$ cat src/rtl/snn_soc_pkg.sv
// SoC-wide constants shared by the UART transmit controller and its users.
// Latency: n/a (constants only).
// Backpressure: n/a.
package snn_soc_pkg;

  // Interconnect decodes the base; the UART only looks at the low nibble.
  localparam logic [31:0] UART_BASE = 32'h4000_0200;

  // Register offsets within the UART window.
  localparam logic [3:0] OFF_TXDATA = 4'h0;
  localparam logic [3:0] OFF_STATUS = 4'h4;
  localparam logic [3:0] OFF_CTRL   = 4'h8;

  // Divider defaults: 100 MHz core clock / 115200 baud.
  localparam int BAUD_DIV_W_DEF = 16;
  localparam int RESET_BAUD_DIV = 868;

endpackage

$ cat src/rtl/uart_ctrl.sv
// Memory-mapped 8N1 UART transmitter with programmable per-bit divider.
// Latency: start bit drives uart_tx from the edge that accepts TXDATA; reads are same-cycle.
// Backpressure: none; TXDATA writes while busy are silently dropped (poll STATUS.tx_busy).
module uart_ctrl #(
  parameter int BAUD_DIV_W     = snn_soc_pkg::BAUD_DIV_W_DEF,
  parameter int RESET_BAUD_DIV = snn_soc_pkg::RESET_BAUD_DIV
) (
  input  logic        clk,
  input  logic        rst_n,
  input  logic        req_valid,
  input  logic        req_write,
  input  logic [31:0] req_addr,
  input  logic [31:0] req_wdata,
  input  logic [3:0]  req_wstrb,
  output logic [31:0] rdata,
  input  logic        uart_rx,
  output logic        uart_tx
);

  import snn_soc_pkg::*;

  typedef enum logic [1:0] {
    IDLE  = 2'd0,
    START = 2'd1,
    DATA  = 2'd2,
    STOP  = 2'd3
  } tx_state_e;

  localparam logic [BAUD_DIV_W-1:0] DIV_ONE = BAUD_DIV_W'(1);

  tx_state_e             tx_state_q, tx_state_d;
  logic [BAUD_DIV_W-1:0] baud_div_q, baud_div_d;
  logic [BAUD_DIV_W-1:0] div_eff_q, div_eff_d;
  logic [BAUD_DIV_W-1:0] cnt_q, cnt_d;
  logic [2:0]            bit_idx_q, bit_idx_d;
  logic [7:0]            shift_q, shift_d;
  logic                  tx_q, tx_d;
  logic                  busy_q, busy_d;

  // Names kept stable for hierarchical probing.
  tx_state_e tx_state;
  logic      tx_busy;
  assign tx_state = tx_state_q;
  assign tx_busy  = busy_q;
  assign uart_tx  = tx_q;

  logic wr_acc, txdata_wr, ctrl_wr, bit_done;
  assign wr_acc    = req_valid && req_write;
  assign txdata_wr = wr_acc && (req_addr[3:0] == OFF_TXDATA) && req_wstrb[0];
  assign ctrl_wr   = wr_acc && (req_addr[3:0] == OFF_CTRL);
  assign bit_done  = (cnt_q == div_eff_q - DIV_ONE);

  // uart_rx is reserved in this revision; undecoded address/data bits are ignored.
  logic unused_inputs;
  assign unused_inputs = ^{uart_rx, req_addr[31:4], req_wdata[31:BAUD_DIV_W], req_wstrb[3:2]};

  // State register plus all datapath flops; uart_tx and busy come straight from flops.
  always_ff @(posedge clk or negedge rst_n) begin
    if (!rst_n) begin
      tx_state_q <= IDLE;
      baud_div_q <= BAUD_DIV_W'(RESET_BAUD_DIV);
      div_eff_q  <= '0;
      cnt_q      <= '0;
      bit_idx_q  <= '0;
      shift_q    <= '0;
      tx_q       <= 1'b1;
      busy_q     <= 1'b0;
    end else begin
      tx_state_q <= tx_state_d;
      baud_div_q <= baud_div_d;
      div_eff_q  <= div_eff_d;
      cnt_q      <= cnt_d;
      bit_idx_q  <= bit_idx_d;
      shift_q    <= shift_d;
      tx_q       <= tx_d;
      busy_q     <= busy_d;
    end
  end

  // CTRL divider, byte-lane masked; a mid-frame change only affects the next frame.
  always_comb begin
    baud_div_d = baud_div_q;
    if (ctrl_wr) begin
      for (int i = 0; i < BAUD_DIV_W; i++) begin
        if (req_wstrb[i/8]) baud_div_d[i] = req_wdata[i];
      end
    end
  end

  // Next-state: bit timing counter, bit index and shift register advance together.
  always_comb begin
    tx_state_d = tx_state_q;
    div_eff_d  = div_eff_q;
    cnt_d      = cnt_q;
    bit_idx_d  = bit_idx_q;
    shift_d    = shift_q;
    unique case (tx_state_q)
      IDLE: begin
        if (txdata_wr) begin
          tx_state_d = START;
          shift_d    = req_wdata[7:0];
          div_eff_d  = (baud_div_q == '0) ? DIV_ONE : baud_div_q;
          cnt_d      = '0;
          bit_idx_d  = '0;
        end
      end
      START: begin
        if (bit_done) begin
          tx_state_d = DATA;
          cnt_d      = '0;
        end else begin
          cnt_d = cnt_q + DIV_ONE;
        end
      end
      DATA: begin
        if (bit_done) begin
          cnt_d = '0;
          if (bit_idx_q == 3'd7) begin
            tx_state_d = STOP;
          end else begin
            bit_idx_d = bit_idx_q + 3'd1;
            shift_d   = {1'b0, shift_q[7:1]};
          end
        end else begin
          cnt_d = cnt_q + DIV_ONE;
        end
      end
      STOP: begin
        if (bit_done) begin
          tx_state_d = IDLE;
          cnt_d      = '0;
        end else begin
          cnt_d = cnt_q + DIV_ONE;
        end
      end
      default: tx_state_d = IDLE;
    endcase
  end

  // Output decode from the next state so the registered line changes on the transition edge.
  always_comb begin
    busy_d = (tx_state_d != IDLE);
    tx_d   = 1'b1;
    if (tx_state_d == START)     tx_d = 1'b0;
    else if (tx_state_d == DATA) tx_d = shift_d[0];
  end

  // Combinational read mux, zero unless a read is presented this cycle.
  always_comb begin
    rdata = '0;
    if (req_valid && !req_write) begin
      case (req_addr[3:0])
        OFF_STATUS: rdata[0] = busy_q;
        OFF_CTRL:   rdata[BAUD_DIV_W-1:0] = baud_div_q;
        default:    rdata = '0;
      endcase
    end
  end

endmodule

$ cat config.mk
export PLATFORM = sky130hd
export DESIGN_NAME = uart_ctrl
export DESIGN_NICKNAME = d
export VERILOG_FILES = /design/src/rtl/snn_soc_pkg.sv /design/src/rtl/uart_ctrl.sv
export SDC_FILE = /design/constraint.sdc
export NUM_CORES = 1
export LEC_CHECK = 0
export CORE_MARGIN = 2
export CORE_UTILIZATION = 52
export CTS_CLUSTER_SIZE = 30
export DETAILED_ROUTE_END_ITERATION = 8
export PLACE_DENSITY_LB_ADDON = 0.2
export SYNTH_ARGS = -nofsm -noshare
export SYNTH_HDL_FRONTEND = slang
export SYNTH_SLANG_ARGS = --single-unit
$ cat constraint.sdc
create_clock -name clk -period 7.77 [get_ports clk]
set_input_delay 1.554 -clock clk [delete_from_list [all_inputs] [get_ports clk]]
set_output_delay 1.554 -clock clk [all_outputs]
set_load 0.01 [all_outputs]
# --- Yosys cells after proc, flatten, opt, wreduce, memory -nomap -nowiden ---
# Index checks and enable logic that the tools add are counted.
classes:
  mux: 23
  add_sub_neg: 3
  shifts: 0
  eq_ne: 12
  n_bitwise: 0
  reduce_logical: 16
  order_cmp: 0
  div: 0
  n_mul: 0
op_table:
  columns: ["op", "count"]
  rows:
  - ["two-way mux 16 bit", 4]
  - ["one-hot mux 16 bit (2 select lines)", 1]
  - ["two-way mux 8 bit", 3]
  - ["adder 16 x 1 -> 16 bit (second input constant)", 1]
  - ["== test 16 bit", 1]
  - ["zero test 16 bit", 1]
  - ["one-hot mux 8 bit (2 select lines)", 1]
  - ["subtractor 16 x 1 -> 16 bit (second input constant)", 1]
  - ["two-way mux 15 bit", 1]
  - ["two-way mux 2 bit", 5]
  - ["two-way mux 3 bit", 3]
  - ["one-hot mux 2 bit (4 select lines)", 1]
  - ["== test 2 bit (second input constant)", 3]
  - ["!= test 2 bit (second input constant)", 3]
  - ["one-hot mux 3 bit (2 select lines)", 1]
  - ["AND reduction 2 bit", 3]
  - ["logical AND 1 bit", 5]
  - ["== test 2 x 1 -> 1 bit (second input constant)", 2]
  - ["== test 4 x 3 -> 1 bit (second input constant)", 1]
  - ["== test 4 bit (second input constant)", 1]
  - ["zero test 4 bit", 1]
  - ["AND reduction 4 bit", 1]
  - ["nonzero test 2 bit", 2]
  - ["adder 3 x 1 -> 3 bit (second input constant)", 1]
  - ["other kinds (6)", 7]
totals:
  out_inout_bits: 33
  romBits: 0
  mem_bits_rw: 0
  regBits: 63
  latch_bits: 0
  n_memories: 0
  word_cells: 64

# --- Logic depth before layout (Yosys ltp) ---
# Gate-level depths: netlist (run 1).
depth:
  ltp_word: 8
  mapped_depth: 13

# --- Worst setup path before layout (run 1) ---
# No wires, ideal clock.
synth_path:
  path_type: "input-to-output"
  start: "in req_addr[1]"
  end: "out rdata[10]"
  path_slack_ns: 3.804
  t_arrival_ns: 2.412
  t_required_ns: 6.216
  stages: 5
  path_buffers: 1
  path_cell_list: "nor3_1 nand2_1 nor2_1 clkbuf_1 and2_1"
synth_between:
  elab_chain_len: 3
synth_rtl:
  columns: ["element", "line_no", "source"]
  rows:
  - ["from (decl)", "uart_ctrl.sv:12", "input logic [31:0] req_addr,"]
  - ["== test 4 bit", "uart_ctrl.sv:152", "case (req_addr[3:0])"]
  - ["two-way mux 15 bit", "uart_ctrl.sv:152", null]
  - ["two-way mux 16 bit", "uart_ctrl.sv:151", "if (req_valid && !req_write) begin"]
  - ["to (decl)", "uart_ctrl.sv:15", "output logic [31:0] rdata,"]
# No other way between the ends.

# --- Final worst setup path (run 1) ---
layout_path:
  start: "in req_addr[1]"
  end: "out rdata[5]"
# Same word-level chain as after synthesis.

==> metrics.cfg, run 1 <==
[status]
status=finished, final reports clean

[setup_path]
cp.arrival_ps=3700
cp-end-kind=primary output
path_common_cell=clkdlybuf4s50_1
slowest_delay_ps=630
worstPathMaxFanout=15
worstPathRequired_ps=6220
path_class=in2out
worstPathCellList=clkdlybuf4s50_1, nor3_1, nand2_1, nor2_1, and2_1, clkdlybuf4s50_1
cp_slowest_cell=nor2_1
cp-start-kind=primary input

[timing]
relSlewSlack_pct=23.8
setup_violations=0
worst_slew_pin_slew_ps=1140
rsz0062_at_grt=false
fin_crit_ps=5260
clock_skew_ps=10.3
finalCritPeriodShare_pct=67.7
maxSlewViolCount=0
hold_viol_final=0
fin_tns_setup_ps=0
fmax_mhz=190

[pwr]
cellLeakagePower_uw=0.00197
total_power_uw=844
max-vdd-ir-drop_v=0.000134
power.density_nw_per_um2=192

[clock_network]
cts_buffers=9
cts-root-buf=clkbuf_8
path_clk_slew_ps=70
cts_tree=built
post-cts-setup-buffers=0
cts_sinks=63
hold_buffers=0
h-tree-depth=3
clock_path_buffers=2
post_cts_resized=0
clkLatencyLatePin_ps=340

[route]
firstDrtPassIters=4
dr.max_layer_used=met4
drt_iter0_markers=99
wire_per_inst_um=15.1
ant_nets=0
route.met3.wl_um=468
dr_wl_met2_mm=4.08
drc=0
wl_mm=8.61
vias=3206
wl_met1_mm=3.95
vias_per_cell=5.61

[cells_and_area]
layout_commonest_cell=nand2_1
nets=544
area_growth_pct=15.3
instances_no_fill=571
layout_common_cells=nand2_1 (78), dfrtp_1 (57), clkdlybuf4s50_1 (41), nand3_1 (36), o21ai_0 (20)
antenna_cells=0
final_area_um2=4400
drive_gt1_share_pct=9.32

[global_routing]
grt_pass1_wl_mm=14.6
grt_overflow=0
grt_pass1_vias=3016
grt_max_degree=64
grt.total_usage_pct=22.3
antenna_found_initial=0

[yosys]
avgSynthCellArea_um2=8.78
syn-cell-area_um2=3820
synthCells=435
synth_cell_type_count=54
seq_area_frac_synth_pct=41.5
ys_warn_count=0
dominantRegCellSynth=dfrtp_1
synth_seq_cells=63
synth_edf_count=0
synthArstFlopShare_pct=100

[hold_path]
hold_path.class=reg2reg

[die]
die_w_um=89.7
die_h_um=89.7
dieArea_um2=8050
num_rows=31
ios=106
coreArea_um2=7180
initial_core_util_pct=53.3

[run]
drv_cap=0

[placement]
placed_area_um2=4210
dp_hpwl_mm=6.03
dp.cells=555
portBuffers=42
place.gp.congestion=0.832

## per-layer routing
metal,global-route usage [%],vias to the layer above
met5,0,-
li1,-,1567
met3,3.77,12
met4,9.10,0
met1,30.3,1533
met2,35.9,94
## kinds of logic (layout without fill, tap and decap cells)
family	Yosys count	count (layout)	synth area share [%]
compound gates	57	57	9.53
xor+xnor	26	26	5.96
fa+ha+maj	4	4	1.31
buf+inv	48	70	6.81
flops	63	63	41.5
mux	23	23	6.55
other cells	1	16	0.0981
simple gates	213	213	28.3
## per-stage QoR
| stage | setup slack [ps] | hold WS [ps] | utilization, % |
|---|---|---|---|
| after floorplan | 3800 | 462 | - |
| after global placement | 2520 | 482 | 58.7 |
| after detailed placement | 2470 | 485 | 58.7 |
| after CTS | 2460 | 501 | 61.4 |
| after global routing | 2290 | 518 | 61.4 |
| final | 2510 | 496 | 61.4 |
## flip-flops by register name, summed over array words and instances (netlist names)
name,flops
shift_q,8
div_eff_q,16
tx_state,2
baud_div_q,16
busy_q,1
bit_idx_q,3
uart_tx,1
cnt_q,16
## synth_stat cells (all sizes together), types with 2 or more instances
cell | n | share of area [%]
a21o | 2 | 0.39
ha | 4 | 1.3
nand4 | 10 | 1.6
nand2b | 5 | 0.82
mux2i | 7 | 1.8
a211oi | 2 | 0.39
o21ai | 21 | 2.8
and2 | 15 | 2.5
dfrtp | 57 | 37
a31oi | 9 | 1.5
dfstp | 6 | 4.1
xnor2 | 16 | 3.7
mux2 | 16 | 4.7
buf | 22 | 4.3
inv | 9 | 0.88
or4 | 3 | 0.59
nor3 | 11 | 1.4
clkbuf | 17 | 1.7
nand2 | 78 | 7.7
nor4b | 3 | 0.69
or2 | 2 | 0.33
nand3 | 37 | 5.2
a311oi | 2 | 0.46
nand3b | 3 | 0.59
o22ai | 2 | 0.33
xor2 | 10 | 2.3
a21oi | 6 | 0.79
nor2 | 19 | 1.9
and3 | 10 | 1.6
or3 | 5 | 0.82
nor4 | 9 | 1.9
## final cells by class
cell class / count / area (um2)
clock inverter: 3 / 42.5
multi-input combinational: 339 / 2030
clock buffer: 13 / 149
inverter: 9 / 33.8
fill: 653 / 2770
timing repair buffer: 45 / 438
tap: 99 / 124
sequential: 63 / 1580
## report_power, final
group | leakage, uW | internal [uW] | switching, uW
Clock | 0.0000936 | 157 | 130
Combinational | 0.00111 | 75.0 | 68.5
Sequential | 0.000766 | 363 | 50.7
## worst max-delay path, delay by kind of cell
| family | cells | cell delay [ps] |
|---|---|---|
| buffers and inverters | 2 | 980 |
| and+or+nand+nor | 4 | 1170 |
## final timing paths
check                                                from                         to  slack (ps)  depth (start not counted)
worst max-delay path                          req_addr[1]                   rdata[5]        2510                          6
max in group asynchronous                           rst_n   div_eff_q[3]$_DFFE_PN0P_        5850                          2
worst max register to register   div_eff_q[0]$_DFFE_PN0P_      cnt_q[15]$_DFFE_PN0N_        4150                         10
min in group asynchronous                           rst_n      cnt_q[13]$_DFFE_PN0N_        1360                          2
worst min register to register  div_eff_q[15]$_DFFE_PN0P_  div_eff_q[15]$_DFFE_PN0P_         500                          2
worst min-delay path            div_eff_q[15]$_DFFE_PN0P_  div_eff_q[15]$_DFFE_PN0P_         500                          2
Power figures use the tool's default switching activity.
==> inputs of run 2 (changes only) <==
CORE_UTILIZATION = 49   (was 52)
clock period = 5.4 ns   (was 7.77 ns; I/O delays follow)
==> run 2 against run 1 <==
Sequential power up 43%. Critical path depth unchanged. Global-route usage down 1.5 points. Non-clock buffer count up 1. Worst hold slack better by 7.4 ps. Largest power group unchanged. Flip-flop and latch count unchanged. Clock-buffer cell count down 3. Highest routed layer unchanged. Core utilization down 3.7 points. Clock power up 40%. Cell area up 0.20%.
==> metrics.cfg, run 2 (synthesis gave the netlist of run 1 again) <==
[clock_network]
hold_buffers=0
clock_path_buffers=2
h-tree-depth=3
cts_sinks=63
cts_buffers=9
cts_tree=built
path_clk_slew_ps=70
cts-root-buf=clkbuf_8
clkLatencyLatePin_ps=350
post_cts_resized=0
post-cts-setup-buffers=0

[global_routing]
grt_max_degree=64
grt_overflow=0
grt_pass1_wl_mm=14.0
grt.total_usage_pct=20.8
grt_pass1_vias=2897
antenna_found_initial=0

[route]
wire_per_inst_um=14.5
dr.max_layer_used=met4
drt_iter0_markers=171
firstDrtPassIters=4
drc=0
wl_met1_mm=3.97
route.met3.wl_um=482
wl_mm=8.37
ant_nets=0
dr_wl_met2_mm=3.77
vias=3162
vias_per_cell=5.50

[setup_path]
worstPathRequired_ps=4320
worstRegToRegCells=10
cp_slowest_cell=nor2_1
crit_start=req_addr[1]
cp.depth=6
path_common_cell=clkdlybuf4s50_1
slowest_delay_ps=650
cp.arrival_ps=3240
worstReg2RegStart=div_eff_q[0]$_DFFE_PN0P_
worst-path-buf-inv=2
cp-end-kind=primary output
path_class=in2out
critPathTopFamily=simple AND/OR/NAND/NOR gates
reg2reg_slack_ps=1880
worstPathMaxFanout=15
cp-start-kind=primary input
worstPathCellList=clkdlybuf4s50_1, nor3_1, nand2_1, nor2_1, and2_1, clkdlybuf4s50_1

[die]
coreArea_um2=7650
initial_core_util_pct=50.0
ios=106
dieArea_um2=8520
num_rows=32
die_h_um=92.3
die_w_um=92.3

[timing]
setup_violations=0
fmax_mhz=231
fin_tns_setup_ps=0
finalWorstSetupSlack_ps=1080
whs_ps=503
rsz0062_at_grt=false
clock_skew_ps=12.0
relSlewSlack_pct=27.6
worst_slew_pin_slew_ps=1080
maxSlewViolCount=0
finalCritPeriodShare_pct=80.0
fin_crit_ps=4320
hold_viol_final=0

[pwr]
pwr-share-clk_pct=33.5
p_seq_share_pct=49.5
switching_share_pct=29.8
cellLeakagePower_uw=0.00197
power_switching_uw=357
p_int_uw=842
p_comb_share_pct=17.0
power.density_nw_per_um2=272
max-vdd-ir-drop_v=0.000164

[hold_path]
hold_depth=2
min_from=div_eff_q[15]$_DFFE_PN0P_
hold_path.class=reg2reg

[placement]
dp_hpwl_mm=5.89
portBuffers=42
place_ws_ps=1080
place.gp.congestion=0.832

[cells_and_area]
layout_commonest_cell=nand2_1
drive_gt1_share_pct=9.94
area_growth_pct=15.5
antenna_cells=0
layout_common_cells=nand2_1 (78), dfrtp_1 (57), clkdlybuf4s50_1 (41), nand3_1 (36), o21ai_0 (20)
largest_registers=baud_div_q x16, cnt_q x16, div_eff_q x16
nets=545

[run]
drv_cap=0

[status]
status=finished, final reports clean

run 2: cell count changes in the layout (fill, tap and decap cells not counted), sizes merged:
cell,previous run,this run
clkinv,1,4
buf,4,5
clkbuf,13,10
run 2: final timing paths:
path,endpoint
max in group asynchronous,baud_div_q[7]$_DFFE_PN0P_
max,rdata[15]
min reg2reg,div_eff_q[15]$_DFFE_PN0P_
max reg2reg,uart_tx$_DFF_PN1_
min,div_eff_q[15]$_DFFE_PN0P_
min in group asynchronous,cnt_q[12]$_DFFE_PN0N_
run 2: worst register-to-register path, delay by kind of cell, from the launching register on:
family | cells | cell delay (ps)
AO/OA/AOI/OAI | 3 | 510
adder cells (fa/ha/maj) | 1 | 440
buffers and inverters | 1 | 100
flip-flops | 1 | 430
AND/OR/NAND/NOR | 5 | 1980
run 2: layout make-up:
class | instances | area, um2
flip-flops and latches | 63 | 1580
well taps | 102 | 128
inverters | 9 | 33.8
multi-input cells | 339 | 2030
fillers | 689 | 3230
clock buffers | 10 | 128
clock inverters | 6 | 61.3
repair buffers | 46 | 445
run 2: through the flow:
stage	instance area, um2	power (uW)	utilization [%]	std cells
final	4410	1200	57.7	575
after global routing	4410	1260	57.7	575
after CTS	4410	1210	57.7	575
after detailed placement	4220	806	55.2	559
after global placement	4220	797	55.2	559
after floorplan	3880	740	-	450
run 2: power groups by stage:
| stage | Sequential, uW | Clock [uW] | Combinational, uW |
|---|---|---|---|
| finish | 593 | 402 | 204 |
| global route | 602 | 428 | 230 |
| CTS | 592 | 407 | 207 |
| detailed placement | 600 | 0 | 206 |
| global placement | 598 | 0 | 199 |
| floorplan | 569 | 0 | 172 |
run 2: per-layer routing:
layer | global-route usage [%] | vias to the layer above
li1 | - | 1563
met1 | 29.5 | 1491
met2 | 31.9 | 96
met3 | 3.34 | 12
met4 | 8.33 | 0
met5 | 0 | -
